===== config.mk =====
export PLATFORM = sky130hd
export DESIGN_NAME = alu_op_sequencer
export DESIGN_NICKNAME = d
export VERILOG_FILES = /design/src/rtl/alu_op_sequencer.sv
export SDC_FILE = /design/constraint.sdc
export NUM_CORES = 1
export LEC_CHECK = 0
export ABC_AREA = 1
export BUFFER_PORTS_ARGS = -buffer_cell sky130_fd_sc_hd__buf_4
export CORE_ASPECT_RATIO = 0.5
export CORE_UTILIZATION = 53
export CTS_CLUSTER_DIAMETER = 40
export DETAILED_ROUTE_END_ITERATION = 8
export PLACE_DENSITY = 0.87
export SLEW_MARGIN = 25
export SYNTH_ARGS = -nofsm -noshare
export SYNTH_HDL_FRONTEND = slang
export SYNTH_SLANG_ARGS = --single-unit

===== constraint.sdc =====
create_clock -name clk -period 1.4 [get_ports clk]
set_input_delay 0.07 -clock clk [delete_from_list [all_inputs] [get_ports clk]]
set_output_delay 0.07 -clock clk [all_outputs]
set_load 0.05 [all_outputs]

===== src/rtl/alu_op_sequencer.sv =====
// ============================================================================
// Module   : alu_op_sequencer
// Purpose  : Collects operand A, operand B and an ALU select from switches
//            (one debounced key press per step), drives the ALU and holds the
//            returned result and zero flag for display.
// Revision : 1.0  initial release
// ============================================================================
`default_nettype none

module alu_op_sequencer #(
    parameter int WORD_SIZE       = 8,
    parameter int OP_SIZE         = 3,
    parameter int DEBOUNCE_CYCLES = 20000
) (
    input  logic                 clk,
    input  logic                 rstn,
    input  logic                 key_ok,
    input  logic [WORD_SIZE-1:0] sw,
    input  logic [WORD_SIZE-1:0] alu_out,
    input  logic                 alu_zero_flag,
    output logic [WORD_SIZE-1:0] data_1,
    output logic [WORD_SIZE-1:0] data_2,
    output logic [OP_SIZE-1:0]   sel,
    output logic [WORD_SIZE-1:0] result,
    output logic                 result_zero,
    output logic                 done,
    output logic [3:0]           step
);

    localparam int CNT_W = $clog2(DEBOUNCE_CYCLES + 1);
    localparam logic [CNT_W-1:0] CNT_LAST = CNT_W'(DEBOUNCE_CYCLES - 1);

    typedef enum logic [2:0] {
        S_LOAD_A  = 3'd0,
        S_LOAD_B  = 3'd1,
        S_LOAD_OP = 3'd2,
        S_EXEC    = 3'd3,
        S_SHOW    = 3'd4
    } state_t;

    state_t               state_q, state_d;
    logic                 key_meta_q, key_meta_d;
    logic                 key_s_q, key_s_d;
    logic [1:0]           fill_q, fill_d;
    logic [CNT_W-1:0]     cnt_q, cnt_d;
    logic                 stable_q, stable_d;
    logic                 stable_dly_q, stable_dly_d;
    logic                 armed_q, armed_d;
    logic                 key_evt_q, key_evt_d;
    logic [WORD_SIZE-1:0] data_1_q, data_1_d;
    logic [WORD_SIZE-1:0] data_2_q, data_2_d;
    logic [OP_SIZE-1:0]   sel_q, sel_d;
    logic [WORD_SIZE-1:0] result_q, result_d;
    logic                 result_zero_q, result_zero_d;
    logic                 done_q, done_d;

    always_comb begin
        key_meta_d    = key_ok;
        key_s_d       = key_meta_q;
        fill_d        = {fill_q[0], 1'b1};
        cnt_d         = '0;
        stable_d      = stable_q;
        stable_dly_d  = stable_q;
        armed_d       = armed_q;
        key_evt_d     = 1'b0;
        state_d       = state_q;
        data_1_d      = data_1_q;
        data_2_d      = data_2_q;
        sel_d         = sel_q;
        result_d      = result_q;
        result_zero_d = result_zero_q;
        done_d        = 1'b0;

        if (key_s_q != stable_q) begin
            if (cnt_q == CNT_LAST) begin
                stable_d = key_s_q;
            end else begin
                cnt_d = cnt_q + CNT_W'(1);
            end
        end

        // A key held through reset must be seen released before it can fire.
        armed_d   = armed_q | (fill_q[1] & ~key_s_q);
        key_evt_d = stable_q & ~stable_dly_q & armed_q;

        case (state_q)
            S_LOAD_A: begin
                if (key_evt_q) begin
                    data_1_d = sw;
                    state_d  = S_LOAD_B;
                end
            end
            S_LOAD_B: begin
                if (key_evt_q) begin
                    data_2_d = sw;
                    state_d  = S_LOAD_OP;
                end
            end
            S_LOAD_OP: begin
                if (key_evt_q) begin
                    sel_d   = sw[OP_SIZE-1:0];
                    state_d = S_EXEC;
                end
            end
            S_EXEC: begin
                result_d      = alu_out;
                result_zero_d = alu_zero_flag;
                done_d        = 1'b1;
                state_d       = S_SHOW;
            end
            S_SHOW: begin
                if (key_evt_q) begin
                    state_d = S_LOAD_A;
                end
            end
            default: begin
                state_d = S_LOAD_A;
            end
        endcase
    end

    always_ff @(posedge clk or negedge rstn) begin
        if (!rstn) begin
            key_meta_q    <= 1'b0;
            key_s_q       <= 1'b0;
            fill_q        <= 2'b00;
            cnt_q         <= '0;
            stable_q      <= 1'b0;
            stable_dly_q  <= 1'b0;
            armed_q       <= 1'b0;
            key_evt_q     <= 1'b0;
            state_q       <= S_LOAD_A;
            data_1_q      <= '0;
            data_2_q      <= '0;
            sel_q         <= '0;
            result_q      <= '0;
            result_zero_q <= 1'b0;
            done_q        <= 1'b0;
        end else begin
            key_meta_q    <= key_meta_d;
            key_s_q       <= key_s_d;
            fill_q        <= fill_d;
            cnt_q         <= cnt_d;
            stable_q      <= stable_d;
            stable_dly_q  <= stable_dly_d;
            armed_q       <= armed_d;
            key_evt_q     <= key_evt_d;
            state_q       <= state_d;
            data_1_q      <= data_1_d;
            data_2_q      <= data_2_d;
            sel_q         <= sel_d;
            result_q      <= result_d;
            result_zero_q <= result_zero_d;
            done_q        <= done_d;
        end
    end

    always_comb begin
        step = 4'b0000;
        case (state_q)
            S_LOAD_A:  step = 4'b0001;
            S_LOAD_B:  step = 4'b0010;
            S_LOAD_OP: step = 4'b0100;
            S_SHOW:    step = 4'b1000;
            default:   step = 4'b0000;
        endcase
    end

    assign data_1      = data_1_q;
    assign data_2      = data_2_q;
    assign sel         = sel_q;
    assign result      = result_q;
    assign result_zero = result_zero_q;
    assign done        = done_q;

endmodule

`default_nettype wire


; ---- Word level (Yosys, flattened, before mapping)
; Cells that the tools add are included.
[word_totals]
reg_bits = 55
latch_bits = 0
ramBits = 0
mem_bits_ro = 0
in_bits = 20
output_inout_bits = 33
elab_cells = 47
n_memories = 0
[op_classes]
addsub = 1
multipliers = 0
div_mod_pow = 0
magnitude_cmp = 0
n_eq_ne = 10
shift = 0
n_mux = 9
n_bitwise = 6
reduce_logical = 6
[op_table]
columns = cell, n
row1 = two-way mux 15 bit, 2
row2 = one-hot mux 4 bit (4 select lines), 1
row3 = adder 15 x 1 -> 15 bit (second input constant), 1
row4 = equality test 15 bit (second input constant), 1
row5 = one-hot mux 3 bit (5 select lines), 1
row6 = two-way mux 3 bit, 4
row7 = inequality test 2 bit (second input constant), 4
row8 = AND reduction 2 bit, 4
row9 = equality test 3 x 2 -> 1 bit (second input constant), 2
row10 = AND reduction 4 bit, 1
row11 = AND 1 bit, 3
row12 = equality test 3 x 1 -> 1 bit (second input constant), 1
row13 = equality test 3 bit (second input constant), 1
row14 = logical NOT 3 bit, 1
row15 = inverter 1 bit, 2
row16 = two-way mux 1 bit, 1
row17 = inequality test 1 bit, 1
row18 = bitwise OR 1 bit, 1

; ---- Logic depth before layout (Yosys ltp)
[depth]
depth_word = 3
mapped_depth = 8
depth_no_buf = 8

; ---- Worst setup path after synthesis
; No wires, ideal clock.
[synth_timing]
path_type = register -> register
from = register state_q[1]
to = register state_q[2]
arrival_ns = 1.776
t_required_ns = 1.330
setup_slack_ns = -0.446
path_stages_with_launch = 4
n_path_buf = 0
cell_sequence = dfrtp_1 > nor3_1 > nand2_1 > nand2_1
[synth_between]
elab_chain_cells = 3
elab_cells_between_ends = 11
[synth_lines]
columns = element, line
row1 = start: declaration, 41  ; state_t state_q, state_d;
row2 = start signal: assignment, 148  ; state_q <= state_d;
row3 = equality test 3 x 1 -> 1 bit (tied with other cells), 86  ; case (state_q)
row4 = inequality test 2 bit (no source line), -
row5 = AND reduction 4 bit (no source line), -
; Parallel ways exist; a longest one is shown, timed or not.
; A chain may end at the register's enable or synchronous reset.

; ---- Final worst setup path
[layout_timing]
from = register state_q[0]
to = output port step[1]
[layout_between]
elab_chain_cells = 2
elab_cells_between_ends = 5
[layout_lines]
columns = element, line
row1 = equality test 3 bit (tied with other cells), 160  ; case (state_q)
row2 = one-hot mux 4 bit (4 select lines) (*), 160
row3 = end: declaration, 27  ; output logic [3:0] step
; Mark *: on every way between the ends. The rest lies on a longest branch, timed or not.

==> impl_results.rst <==
.. list-table::
   :header-rows: 1

   * - Metric
     - Value
   * - Number of top-level pins
     - 53
   * - Synth area leaders
     - sky130_fd_sc_hd__dfrtp_1 59%, sky130_fd_sc_hd__nand2_1 13%, sky130_fd_sc_hd__nor2_1 5.8%
   * - Chip width
     - 96.1 um
   * - Final hold slack
     - 22.0 ps
   * - Clock transition at path regs
     - 100 ps
   * - Critical setup path kind
     - flip-flop to primary output
   * - R2R depth
     - 8
   * - Placer's final routability congestion estimate
     - 0.944
   * - Area of all placed cells without fillers
     - 0.00312 mm2
   * - Post-route fraction of the period consumed by the critical path
     - 96.6%
   * - Detailed Route Iter0 Violations
     - 59
   * - Register area share after synthesis
     - 58.6%
   * - Worst Path Arrival
     - 1280 ps
   * - Warning count from the yosys run
     - 0
   * - Layout overhead on the synthesized area
     - 32.9%
   * - Number of levels in the clock H-tree
     - 2
   * - Post-layout net count
     - 353
   * - Type of the worst min-delay path
     - input pin to flip-flop
   * - Setup crit start kind
     - flip-flop
   * - Area of the mapped netlist
     - 0.00235 mm2
   * - TritonCTS clock tree
     - done
   * - Max-cap check violation count
     - 0
   * - Worst slew slack as a fraction of its limit
     - 55.5%
   * - Mean post-synth cell area
     - 9.03 um2
   * - Count of final max-slew check failures
     - 0
   * - Clk_lat worst skew
     - 310 ps
   * - Total global routing overflow
     - 0
   * - Antenna Cells
     - 0
   * - Internal reg-to-reg setup slack
     - 100 ps
   * - Hold Path End
     - data_1[7]
   * - Fraction of layout cells with a size suffix above 1
     - 28.8%
   * - Cell taking the most area after synthesis
     - sky130_fd_sc_hd__dfrtp_1
   * - Number of nets with antenna violations after detailed routing
     - 0
   * - Effective utilization at floorplan
     - 57.8%
   * - Final critical path time including I/O delays and setup
     - 1350 ps
   * - Number of detailed-route iterations in the first pass
     - 4
   * - Vert. Die Dim
     - 49.1 um
   * - Post-Route WL
     - 5270 um
   * - Drt wl/cell
     - 13.6 um
   * - Required time of the critical path
     - 1330 ps
   * - DRC violation count after routing
     - 0
   * - Nets in the synthesized netlist
     - 281
   * - Vias in the first global route
     - 1893
   * - Lkg Pwr
     - 1.52 nW
   * - Max Root-Sink Buffers
     - 2
   * - Ratio of total power to cell area
     - 959 mW/mm2
   * - IO buf count
     - 52
   * - Maximum clock frequency
     - 739 MHz
   * - Layout Utilization
     - 76.8%
   * - Number of vias in the routed layout
     - 1967
   * - Number of synthesized register bits
     - 55
   * - Leading cell type in the layout, fill and taps excluded
     - sky130_fd_sc_hd__nand2_1
   * - First-pass GRT wire length
     - 8730 um
   * - Final worst slack
     - 47.7 ps
   * - CTS Buf Count
     - 5
   * - Number of antenna violations at the first check in global routing
     - 0
   * - Top library cells by usage in the layout, fill and taps aside
     - 76 x sky130_fd_sc_hd__nand2_1, 55 x sky130_fd_sc_hd__buf_4, 54 x sky130_fd_sc_hd__dfrtp_1
   * - Row cnt
     - 16
   * - Number of sinks handled by clock tree synthesis
     - 55
   * - Post-layout instance count excluding filler cells
     - 387
   * - HP Start
     - sw[7]
   * - Setup Total Neg Slack
     - 0 ps
   * - DP Area
     - 0.00282 mm2
   * - Core ar.
     - 0.00406 mm2
   * - Outcome
     - finished, final reports clean
   * - Post-synth cell types
     - 26
   * - Cell depth of the worst min-delay path
     - 3
   * - Area of the die
     - 0.00472 mm2
   * - Per-cell via count in the routed design
     - 5.08
   * - Worst-case setup slack after placement
     - -0.566 ps
   * - Number of cells in the design after placement
     - 365
   * - Post-detail-place hpwl
     - 3430 um
   * - Largest vdd supply drop
     - 0.592 mV
   * - Critical R2R Capture
     - cnt_q[11]
   * - Total of endpoints with negative setup slack in the final report
     - 0
   * - Largest net degree at the start of global routing
     - 56
   * - Number of failing hold endpoints at the final stage
     - 0
   * - Launching point of the worst reg2reg path
     - cnt_q[1]
   * - Area share of the largest cell type after synthesis
     - 58.6%
   * - Highest fanout seen on the critical path
     - 3
   * - Overall Power
     - 2.99 mW
   * - Clock Skew
     - 8.01 ps
   * - Worst-Margin Slew
     - 667 ps
   * - Count of mapped cells out of synthesis
     - 260
   * - Total routing usage reported by global routing
     - 24.6%
   * - Worst setup EP type
     - primary output
   * - Clk Tree Root Cell
     - sky130_fd_sc_hd__clkbuf_8
==> layout make-up <==
| class | instances | area, um2 |
|---|---|---|
| sequential | 55 | 1380 |
| clock buffer | 5 | 68.8 |
| clock inverter | 3 | 67.6 |
| multi-input combinational | 173 | 886 |
| timing repair buffer | 68 | 546 |
| inverter | 29 | 109 |
| fill | 260 | 942 |
| tap | 54 | 67.6 |
==> Yosys cell counts, drive strengths merged <==
library cell / number
nand2: 84
dfrtp: 55
nor2: 37
inv: 28
o21ai: 26
nand3: 6
nand4: 5
nor3: 4
xor2: 4
buf: 3
o21bai: 2
a21oi: 1
clkinv: 1
conb: 1
ha: 1
or2: 1
xnor2: 1
==> logic make-up after synthesis <==
logic type / synth area share (%)
other: 0.160
DFF: 58.6
xor gates and xnor gates: 2.18
adders and majority gates: 0.533
and+or+nand+nor: 24.4
buffers and inverters: 5.81
AOI/OAI and AO/OA: 8.31
==> state kept, by name, summed over array words and instances (netlist names) <==
signal        flops
cnt_q            15
data_1            8
data_2            8
result            8
sel               3
state_q           3
fill_q            2
armed_q           1
done              1
key_evt_q         1
key_meta_q        1
key_s_q           1
result_zero       1
stable_dly_d      1
stable_dly_q      1
==> power breakdown <==
part           switching [mW]  internal (mW)  total [mW]
clock network           0.523          0.713        1.24
registers              0.0111           1.60        1.61
logic                  0.0747         0.0719       0.147
==> worst max-delay path, cell delays in order, from the launching register on <==
cell and delay [ps]:
sky130_fd_sc_hd__dfrtp_1 400, sky130_fd_sc_hd__inv_2 90, sky130_fd_sc_hd__nor3_4 280, sky130_fd_sc_hd__buf_6 210
==> worst max-delay path by stage <==
stage                    start   endpoint  slack (ps)  depth (start not counted)
finish              state_q[0]    step[1]          50                          3
global route          cnt_q[1]  cnt_q[12]         -20                          8
CTS                 state_q[0]    step[1]          10                          3
detailed placement    cnt_q[0]  cnt_q[11]        -0.6                          8
global placement      cnt_q[0]  cnt_q[12]          60                          8
floorplan           state_q[0]  data_2[7]        -110                          6
==> per-layer routing <==
| layer | vias to the layer above | global-route usage (%) | share of wire (%) |
|---|---|---|---|
| li1 | 951 | - | - |
| met1 | 945 | 32.2 | 42 |
| met2 | 60 | 41.0 | 51 |
| met5 | - | 0 | 0 |
| met3 | 11 | 5.61 | 5.7 |
| met4 | 0 | 7.46 | 1.6 |
==> repair_timing <==
action,CTS,global route
endpoints found under the hold margin,65,0
buffers inserted,0,3
gates resized for setup,1,8
setup endpoints to repair,1,14
pin swaps,0,3
hold buffers,11,0
Power figures use the tool's default switching activity.
